$ cat src/rtl/alu_wide_if.sv
// alu_wide_if: operand, control, handshake and result/flag signals of alu_wide
//   master drives LOAD_A/LOAD_B/A_IN/B_IN/OP/CIN/n_DAA/n_DSA/START and reads BUSY/DONE/ADD/ACR/AVR/ZR/NR
//   slave is the ALU side
interface alu_wide_if #(
   parameter int WIDTH = 8
);
   logic LOAD_A, LOAD_B, CIN, n_DAA, n_DSA, START;
   logic [WIDTH-1:0] A_IN, B_IN, ADD;
   logic [2:0] OP;
   logic BUSY, DONE, ACR, AVR, ZR, NR;
   modport master (
      output LOAD_A, LOAD_B, A_IN, B_IN, OP, CIN, n_DAA, n_DSA, START,
      input BUSY, DONE, ADD, ACR, AVR, ZR, NR
   );
   modport slave (
      input LOAD_A, LOAD_B, A_IN, B_IN, OP, CIN, n_DAA, n_DSA, START,
      output BUSY, DONE, ADD, ACR, AVR, ZR, NR
   );
endinterface

$ cat src/rtl/alu_wide.sv
// alu_wide: multi-cycle ALU with operand latches, registered result/flags and digit-serial BCD add/sub
//   PHI2 clock, n_RES async active-low reset
//   bus (alu_wide_if.slave): LOAD_A/LOAD_B/A_IN/B_IN operand latches, OP/CIN/n_DAA/n_DSA controls,
//   START/BUSY/DONE handshake, ADD result with ACR/AVR/ZR/NR flags
//   ALU_DECIMAL_EN: defined adds the DCORR state and decimal SUM/SUB; undefined gives binary-only SUM/SUB
module alu_wide #(
   parameter int WIDTH = 8
) (
   input logic PHI2,
   input logic n_RES,
   alu_wide_if.slave bus
);
`ifdef ALU_DECIMAL_EN
   localparam int DIGITS = WIDTH / 4;
   localparam int DW = DIGITS > 1 ? $clog2(DIGITS) : 1;
   typedef enum logic [1:0] {IDLE, EXEC, DCORR, FIN} state_t;
`else
   typedef enum logic [1:0] {IDLE, EXEC, FIN} state_t;
`endif
   state_t state;
   logic [WIDTH-1:0] ai, bi, add, b_op, res;
   logic [WIDTH:0] sum;
   logic [2:0] op_q;
   logic cin_q, acr, avr, zr, nr, busy, done, ovf, res_c, res_v;
   always_comb begin
      b_op = op_q[0] ? ~bi : bi;
      sum = {1'b0, ai} + {1'b0, b_op} + {{WIDTH{1'b0}}, cin_q};
      ovf = (ai[WIDTH-1] == b_op[WIDTH-1]) && (sum[WIDTH-1] != ai[WIDTH-1]);
      res = op_q == 3'b000 ? ai & bi :
            op_q == 3'b001 ? ai ^ bi :
            op_q == 3'b010 ? ai | bi :
            op_q == 3'b011 ? {cin_q, ai[WIDTH-1:1]} :
            op_q[2:1] == 2'b10 ? sum[WIDTH-1:0] : '0;
      res_c = op_q == 3'b011 ? ai[0] : op_q[2:1] == 2'b10 ? sum[WIDTH] : 1'b0;
      res_v = op_q[2:1] == 2'b10 && ovf;
   end
`ifdef ALU_DECIMAL_EN
   logic [DW-1:0] dig;
   logic dc, dec_q, nc;
   logic [3:0] da, db, ds;
   logic [5:0] t;
   // one BCD digit per cycle; t is signed for subtraction, so t[5] marks a borrow
   always_comb begin
      da = ai[4*dig +: 4];
      db = bi[4*dig +: 4];
      t = op_q[0] ? 6'(da) - 6'(db) - 6'(!dc) : 6'(da) + 6'(db) + 6'(dc);
      nc = op_q[0] ? !t[5] : t > 6'd9;
      ds = op_q[0] ? t[3:0] + (t[5] ? 4'd10 : 4'd0) : t[3:0] + (nc ? 4'd6 : 4'd0);
   end
`else
   localparam logic dec_q = 1'b0;
   logic unused_dec;
   assign unused_dec = bus.n_DAA ^ bus.n_DSA;
`endif
   always_ff @(posedge PHI2 or negedge n_RES)
      if (!n_RES) begin
         state <= IDLE;
         ai <= '0;
         bi <= '0;
         add <= '0;
         op_q <= '0;
         cin_q <= 1'b0;
         acr <= 1'b0;
         avr <= 1'b0;
         zr <= 1'b0;
         nr <= 1'b0;
         busy <= 1'b0;
         done <= 1'b0;
`ifdef ALU_DECIMAL_EN
         dig <= '0;
         dc <= 1'b0;
         dec_q <= 1'b0;
`endif
      end else begin
         done <= 1'b0;
         case (state)
            IDLE: begin
               if (bus.LOAD_A) ai <= bus.A_IN;
               if (bus.LOAD_B) bi <= bus.B_IN;
               if (bus.START) begin
                  state <= EXEC;
                  busy <= 1'b1;
                  op_q <= bus.OP;
                  cin_q <= bus.CIN;
`ifdef ALU_DECIMAL_EN
                  dec_q <= (bus.OP == 3'b100 && !bus.n_DAA) || (bus.OP == 3'b101 && !bus.n_DSA);
`endif
               end
            end
            EXEC: begin
               avr <= res_v;
               if (!dec_q) begin
                  add <= res;
                  acr <= res_c;
               end
`ifdef ALU_DECIMAL_EN
               dig <= '0;
               dc <= cin_q;
               state <= dec_q ? DCORR : FIN;
`else
               state <= FIN;
`endif
            end
`ifdef ALU_DECIMAL_EN
            DCORR: begin
               add[4*dig +: 4] <= ds;
               dc <= nc;
               dig <= dig + 1'b1;
               if (dig == DW'(DIGITS - 1)) begin
                  acr <= nc;
                  state <= FIN;
               end
            end
`endif
            FIN: begin
               zr <= add == '0;
               nr <= add[WIDTH-1];
               done <= 1'b1;
               busy <= 1'b0;
               state <= IDLE;
            end
            default: state <= IDLE;
         endcase
      end
   assign bus.ADD = add;
   assign bus.ACR = acr;
   assign bus.AVR = avr;
   assign bus.ZR = zr;
   assign bus.NR = nr;
   assign bus.BUSY = busy;
   assign bus.DONE = done;
endmodule

$ cat src/flat_wrapper.sv
// flat-port wrapper written by rule: the top's interface ports become plain ports
module alu_wide_flat 
#(
   parameter int WIDTH = 8
)
  (PHI2, n_RES, bus_LOAD_A, bus_LOAD_B, bus_A_IN, bus_B_IN, bus_OP, bus_CIN, bus_n_DAA, bus_n_DSA, bus_START, bus_BUSY, bus_DONE, bus_ADD, bus_ACR, bus_AVR, bus_ZR, bus_NR);
  alu_wide_if #(.WIDTH(WIDTH)) bus_i ();
  input logic PHI2;
  input logic n_RES;
  input wire logic [$bits(bus_i.LOAD_A)-1:0] bus_LOAD_A;
  input wire logic [$bits(bus_i.LOAD_B)-1:0] bus_LOAD_B;
  input wire logic [$bits(bus_i.A_IN)-1:0] bus_A_IN;
  input wire logic [$bits(bus_i.B_IN)-1:0] bus_B_IN;
  input wire logic [$bits(bus_i.OP)-1:0] bus_OP;
  input wire logic [$bits(bus_i.CIN)-1:0] bus_CIN;
  input wire logic [$bits(bus_i.n_DAA)-1:0] bus_n_DAA;
  input wire logic [$bits(bus_i.n_DSA)-1:0] bus_n_DSA;
  input wire logic [$bits(bus_i.START)-1:0] bus_START;
  output wire logic [$bits(bus_i.BUSY)-1:0] bus_BUSY;
  output wire logic [$bits(bus_i.DONE)-1:0] bus_DONE;
  output wire logic [$bits(bus_i.ADD)-1:0] bus_ADD;
  output wire logic [$bits(bus_i.ACR)-1:0] bus_ACR;
  output wire logic [$bits(bus_i.AVR)-1:0] bus_AVR;
  output wire logic [$bits(bus_i.ZR)-1:0] bus_ZR;
  output wire logic [$bits(bus_i.NR)-1:0] bus_NR;
  assign bus_i.LOAD_A = bus_LOAD_A;
  assign bus_i.LOAD_B = bus_LOAD_B;
  assign bus_i.A_IN = bus_A_IN;
  assign bus_i.B_IN = bus_B_IN;
  assign bus_i.OP = bus_OP;
  assign bus_i.CIN = bus_CIN;
  assign bus_i.n_DAA = bus_n_DAA;
  assign bus_i.n_DSA = bus_n_DSA;
  assign bus_i.START = bus_START;
  assign bus_BUSY = bus_i.BUSY;
  assign bus_DONE = bus_i.DONE;
  assign bus_ADD = bus_i.ADD;
  assign bus_ACR = bus_i.ACR;
  assign bus_AVR = bus_i.AVR;
  assign bus_ZR = bus_i.ZR;
  assign bus_NR = bus_i.NR;
  alu_wide #(.WIDTH(WIDTH)) u_core (.PHI2(PHI2), .n_RES(n_RES), .bus(bus_i));
endmodule
$ cat config.mk
export PLATFORM = sky130hd
export DESIGN_NAME = alu_wide_flat
export DESIGN_NICKNAME = d
export VERILOG_FILES = /design/src/rtl/alu_wide_if.sv /design/src/rtl/alu_wide.sv /design/src/flat_wrapper.sv
export SDC_FILE = /design/constraint.sdc
export NUM_CORES = 1
export LEC_CHECK = 0
export ABC_CLOCK_PERIOD_IN_PS = 5000
export CORE_ASPECT_RATIO = 0.6
export CORE_MARGIN = 2
export CORE_UTILIZATION = 56
export CTS_CLUSTER_DIAMETER = 120
export DETAILED_ROUTE_END_ITERATION = 10
export DONT_BUFFER_PORTS = 1
export GPL_TIMING_DRIVEN = 1
export HOLD_SLACK_MARGIN = 0.12
export PLACE_DENSITY = 0.69
export SLEW_MARGIN = 40
export SYNTH_ARGS = -nofsm -noshare
export SYNTH_HDL_FRONTEND = slang
export SYNTH_SLANG_ARGS = --single-unit
$ cat constraint.sdc
create_clock -name PHI2 -period 5 [get_ports PHI2]
set_input_delay 1 -clock PHI2 [delete_from_list [all_inputs] [get_ports PHI2]]
set_output_delay 1 -clock PHI2 [all_outputs]
set_load 0.005 [all_outputs]
==> Word level (Yosys, flattened, before mapping) <==
Index checks and enable logic that the tools add are counted.
{ "op_classes": {"addsub": 2, "eq_ne": 9, "mux": 13, "bitwise_logic": 4, "n_reduce_logical": 10} }
{ "op_table": {"columns": ["op", "n"], "rows": [
  ["2-to-1 mux 8 bit", 6],
  ["adder 8 x 8 -> 9 bit", 1],
  ["adder 9 x 1 -> 9 bit", 1],
  ["AND 8 bit", 1],
  ["zero test 8 bit", 1],
  ["inverter 8 bit", 1],
  ["OR 8 bit", 1],
  ["AND reduction 2 bit", 4],
  ["XOR 8 bit", 1],
  ["== test 3 x 2 -> 1 bit (second input constant)", 2],
  ["== test 2 bit (second input constant)", 2],
  ["2-to-1 mux 1 bit", 4],
  ["case mux 2 bit (2 select lines)", 1],
  ["== test 3 x 1 -> 1 bit (second input constant)", 1],
  ["zero test 3 bit", 1],
  ["== test 2 x 1 -> 1 bit (second input constant)", 1],
  ["logical AND 1 bit", 2],
  ["zero test 2 bit", 1],
  ["2-to-1 mux 2 bit", 1],
  ["inequality test 2 bit (second input constant)", 1],
  ["case mux 1 bit (2 select lines)", 1],
  ["nonzero test 2 bit", 1],
  ["== test 1 bit", 1],
  ["inequality test 1 bit", 1]
]} }
{ "totals": {"reg_bits": 36, "out_inout_bits": 14, "wordCells": 50} }

==> Longest topological paths before layout <==
{ "depth": {"ltp_word": 9, "ltp_mapped": 12, "depth_no_buf": 9} }

==> Worst setup path after synthesis <==
No wires, ideal clock.
{ "synth_path": {"kind": "reg-to-reg", "from": "register u_core.op_q[0]", "to": "register u_core.acr (netlist: u_core.bus.ACR)", "setup_ns": 0.124, "arrival_time_ns": 2.399, "required_ns": 4.876, "setup_slack_ns": 2.477, "path_stages_with_launch": 13, "n_path_buf": 3, "synth_period_minus_slack_ns": 2.523, "path_cell_list": "dfrtp_1 > buf_6 > buf_6 > buf_4 > xnor2_1 > fa_1 > inv_1 > fa_1 > a211oi_1 > o21bai_1 > a21o_1 > a211oi_1 > nor2_1"} }
{ "synth_via": {"elab_chain_cells": 5, "word_cells_on_any_way": 6, "classes_between": "add/sub: 2; eq/ne: 1; mux: 3"} }
{ "synth_rtl": {"columns": ["element", "line_no", "rtl"], "rows": [
  ["from (decl)", "alu_wide.sv:23", "logic [2:0] op_q;"],
  ["from (signal assigned)", "alu_wide.sv:83", "op_q <= bus.OP;"],
  ["2-to-1 mux 8 bit", "alu_wide.sv:26", "b_op = op_q[0] ? ~bi : bi;"],
  ["adder 8 x 8 -> 9 bit", "alu_wide.sv:27", "sum = {1'b0, ai} + {1'b0, b_op} + {{WIDTH{1'b0}}, cin_q};"],
  ["adder 9 x 1 -> 9 bit", "alu_wide.sv:27", null],
  ["2-to-1 mux 1 bit", "alu_wide.sv:34", "res_c = op_q == 3'b011 ? ai[0] : op_q[2:1] == 2'b10 ? sum[WIDTH] : 1'b0;"],
  ["2-to-1 mux 1 bit *", "alu_wide.sv:34", null],
  ["to (signal assigned)", "alu_wide.sv:94", "acr <= res_c;"],
  ["to (decl)", "alu_wide.sv:24", "logic cin_q, acr, avr, zr, nr, busy, done, ovf, res_c, res_v;"]
]} }
Mark *: on every way between the ends. The rest lies on a longest branch, timed or not.
A chain may end at the register's enable or synchronous reset.

==> Final worst setup path <==
Ends and elaborated chain as after synthesis.

==> results.txt <==
The endpoint kind of the worst setup timing path is a flip-flop. The setup clock skew after layout is 0.004161 ns. The final layout net count is 310. The post-detailed-route DRC marker count is 0. The multi-input logic area is 1335 sq um. The critical path buffer and inverter count is 1. The post-synthesis cell type count is 44. The fraction of synthesized cell area taken by the top area cell type is 37.31%.

In this run the critical register-to-register path is captured at u_core.bus.ACR. The diode insertion count for antenna repair is 0. The via count of the first global-routing pass came out at 1565. The leakage power of the design is 1.158 nW.

The share of the clock period used by the worst path after layout came out at 49.97%. The synthesized design spends more area on one cell type than any other, namely dfrtp_1. The worst setup path is of the reg2reg kind. The average via count per standard cell came out at 5.724. The run finished with clean final reports.

The cell sitting at the root of the clock tree is a clkbuf_8. The primary flip-flop cell chosen by synthesis mapping is dfrtp_1. For the worst flop-to-flop path, the logic depth is 8. Traced cell by cell, the critical path runs through buf_4 > xor2_1 > fa_1 > a211oi_1 > o21bai_1 > a21o_1 > a211oi_1 > nor2_1. For this configuration, the core starts out at a cell density of 58.59%. The power per cell area came out at 511.7 nW/um^2. In this run the critical register-to-register path is launched from u_core.op_q[0]. Derived from the worst setup path, the maximum achievable clock frequency is between 400 and 500 MHz. The count of buffers inserted at the top-level ports came out at 0.

The normalized max-slew margin came out at a little over half. The largest individual stage delay along the critical path comes from the cell fa_1. The final wirelength is 4810 um. The TritonCTS clock tree is done. The global-route usage over all layers is 21.84%. The transition time at the pin with the least slew margin is 0.6804 ns.

The total congestion overflow is 0. The count of filler cells inserted in the layout came out at ~380. The area of the placeable core came out at between 4000 and 5000 sq um. The detailed router's first-iteration violation count is 75. After layout, the worst setup slack is roughly 2.5 ns. The data arrival time at the worst-slack endpoint came out at ~2.7 ns. A synthesized cell averages around 9.1 sq um. STA classifies the critical path startpoint as a flip-flop. The number of warning messages in the yosys log is 0. Clock latency on the worst-skew pair, taken at its later pin, is 0.29 ns. The height of the die is 54.87 um. The first detailed-routing pass took 4 iterations. The instance count of the mapped netlist is 265. The kind of cell with the highest combined delay along the critical path is compound AO/OA/AOI/OAI gates.

The cell area after technology mapping is around 2400 sq um. The highest net fanout along the worst path is 35. The fraction of final layout cells with drive strength greater than 1 came out at between 6 and 7%. Across all layers, the routed design uses roughly 1800 vias. Max-cap violations in this run came to 0.

The HPWL reported at the end of detailed placement came out at 3738 um. The number of synthesized flops with an enable pin is 0. The first global-routing pass estimated 7714 um of wire. The maximum number of pins on one net before global-route repair is 37. The net count after synthesis came out at 317. The number of placed cells counting well taps came out at 311. The worst slack at placement is 2.545 ns. The number of I/O pins is 41. The tightest min-delay check is of the in2async type. At the end of routability-driven placement, the weighted congestion stood at 0.8245. The clock period minus final worst setup slack is 2.498 ns. The width of the chip is 88.78 um.

The non-filler instance count after layout came out at 319. In the final layout, flip-flops and latches occupy between 900 and 1000 sq um. The floorplan has 18 rows. In this design, the stage delay of the slowest critical-path cell is around 0.48 ns. Setup slack on the worst reg-to-reg path comes out at 2.50 ns.

The number of pins with negative max-slew slack in the final report came to 0. Setup repair after global routing left no endpoint under its margin. Setup violations remaining at the end of the flow were counted as 0. The maximum ir drop on the vdd rail came out at 0.2018 mV.

By instance count, the leading cell after synthesis is dfrtp_1. Counting flops and latches in the post-synthesis netlist gives 36. The count of cells resized by post-cts repair came out at 0.

The final hold violation count came out at 0. The clock transition at the register clock pins on the worst setup and hold paths after CTS is 0.07 ns. The number of buffers inserted by hold repair at cts came out at 0. The number of setup buffers added after CTS is 0. The async set-reset flop share out of synthesis is 100.0%. Yosys attributes the largest share of cell area to dfrtp_1 (37%), ha_1 (12%), o21ai_0 (6.2%).

The most numerous cell type found on the critical path is a211oi_1. The antenna violation net count after detailed routing came out at 0. The final standard cell utilization of the core came out at 60.44%. The worst-case clock buffer depth is 2. At the worst endpoint, the required time is 5.18 ns. The H-tree generated during clock tree synthesis spans 2 levels.

By count the netlist is led by dfrtp_1 (36), nand2_1 (33), o21ai_0 (30). The number of antenna violations at the first check in global routing is 0. In the final routed layout, each cell accounts on average for 15.08 um. The clock buffer count from CTS came out at 5. The signed area change from the synthesized netlist to the final layout is 3.161%. The proportion of synthesized chip area in sequential cells came out at 37.31%. The tightest hold path in the finished design has a slack of 0.3971 ns. The total clock sinks came out at 36. The area of the die is 4871 sq um. The aggregate negative setup slack is 0 ns.
-- area by class of cell --
type	count	area share, %
timing repair buffer	1	0.3014
tap	60	3.014
clock buffer	8	3.616
sequential	36	36.16
inverter	22	3.315
multi-input combinational	192	53.59
-- worst max path at each step --
stage                                 to  depth (start not counted)            from  slack (ns)
after global routing      u_core.bus.ACR                          8  u_core.op_q[0]        2.34
after detailed placement  u_core.bus.ACR                          8  u_core.op_q[0]        2.54
final                     u_core.bus.ACR                          8  u_core.op_q[0]        2.50
after floorplan           u_core.bus.ACR                         12  u_core.op_q[0]        2.48
after global placement    u_core.bus.ACR                          8  u_core.op_q[0]        2.61
after CTS                 u_core.bus.ACR                          8  u_core.op_q[0]        2.53
-- sequential cells by signal, indices dropped and copies added (netlist names) --
name,flops
u_core.ai,8
u_core.bi,8
u_core.bus.ADD,8
u_core.op_q,3
u_core.state,2
u_core.bus.ACR,1
u_core.bus.AVR,1
u_core.bus.BUSY,1
u_core.bus.DONE,1
u_core.bus.NR,1
u_core.bus.ZR,1
u_core.cin_q,1
-- routing by layer --
layer | part of all wire, % | global-route usage [%] | wire length [um]
met3 | 4.4 | 5.128 | 212
met4 | 1.2 | 7.576 | 60
met5 | 0 | 0 | 0
met1 | 52 | 31.32 | 2506
met2 | 42 | 32.34 | 2030
-- power breakdown --
part	leakage, nW	internal, mW	switching (mW)
combinational	0.665	0.247	0.331
clock	0.0455	0.112	0.102
sequential	0.447	0.377	0.105
total	1.16	0.737	0.538
-- cell usage in the layout (no fill, tap or decap), types with 2 or more instances in the layout --
cell type,Yosys,layout
a211o_1,2,2
o221ai_1,2,2
o21ai_1,3,3
xor2_1,8,8
nand2_1,33,33
nor2_1,13,13
and2_1,4,4
nor3_1,3,3
nor2b_1,5,5
a21oi_2,2,2
mux2_2,3,3
o21ai_0,30,30
mux2i_1,5,5
xnor2_1,2,2
a211oi_1,11,11
fa_1,2,2
a31oi_1,2,2
clkbuf_1,4,2
inv_1,22,22
a21oi_1,12,12
nor4_1,2,2
nand2b_1,5,5
clkbuf_8,0,6
or3_1,2,2
dfrtp_1,36,36
a21o_1,3,3
ha_1,23,23
-- cells by family after synthesis --
kind of cell / Yosys count / synth area share (%)
AOI/OAI and AO/OA: 77 / 20.78
xor gates and xnor gates: 10 / 3.627
adders and majority gates: 25 / 13.58
buffers and inverters: 37 / 7.409
DFF: 36 / 37.31
muxes: 8 / 3.471
and+or+nand+nor: 72 / 13.83
-- per-stage QoR --
| step | total power [mW] | area [sq um] |
|---|---|---|
| 2_1_floorplan | 0.9517 | 2415 |
| 5_1_grt | 1.397 | 2491 |
| 3_5_place_dp | 1.066 | 2401 |
| 4_1_cts | 1.283 | 2491 |
| 6_report | 1.275 | 2491 |
| 3_3_place_gp | 1.051 | 2401 |
(Power assumes the default switching activity.)
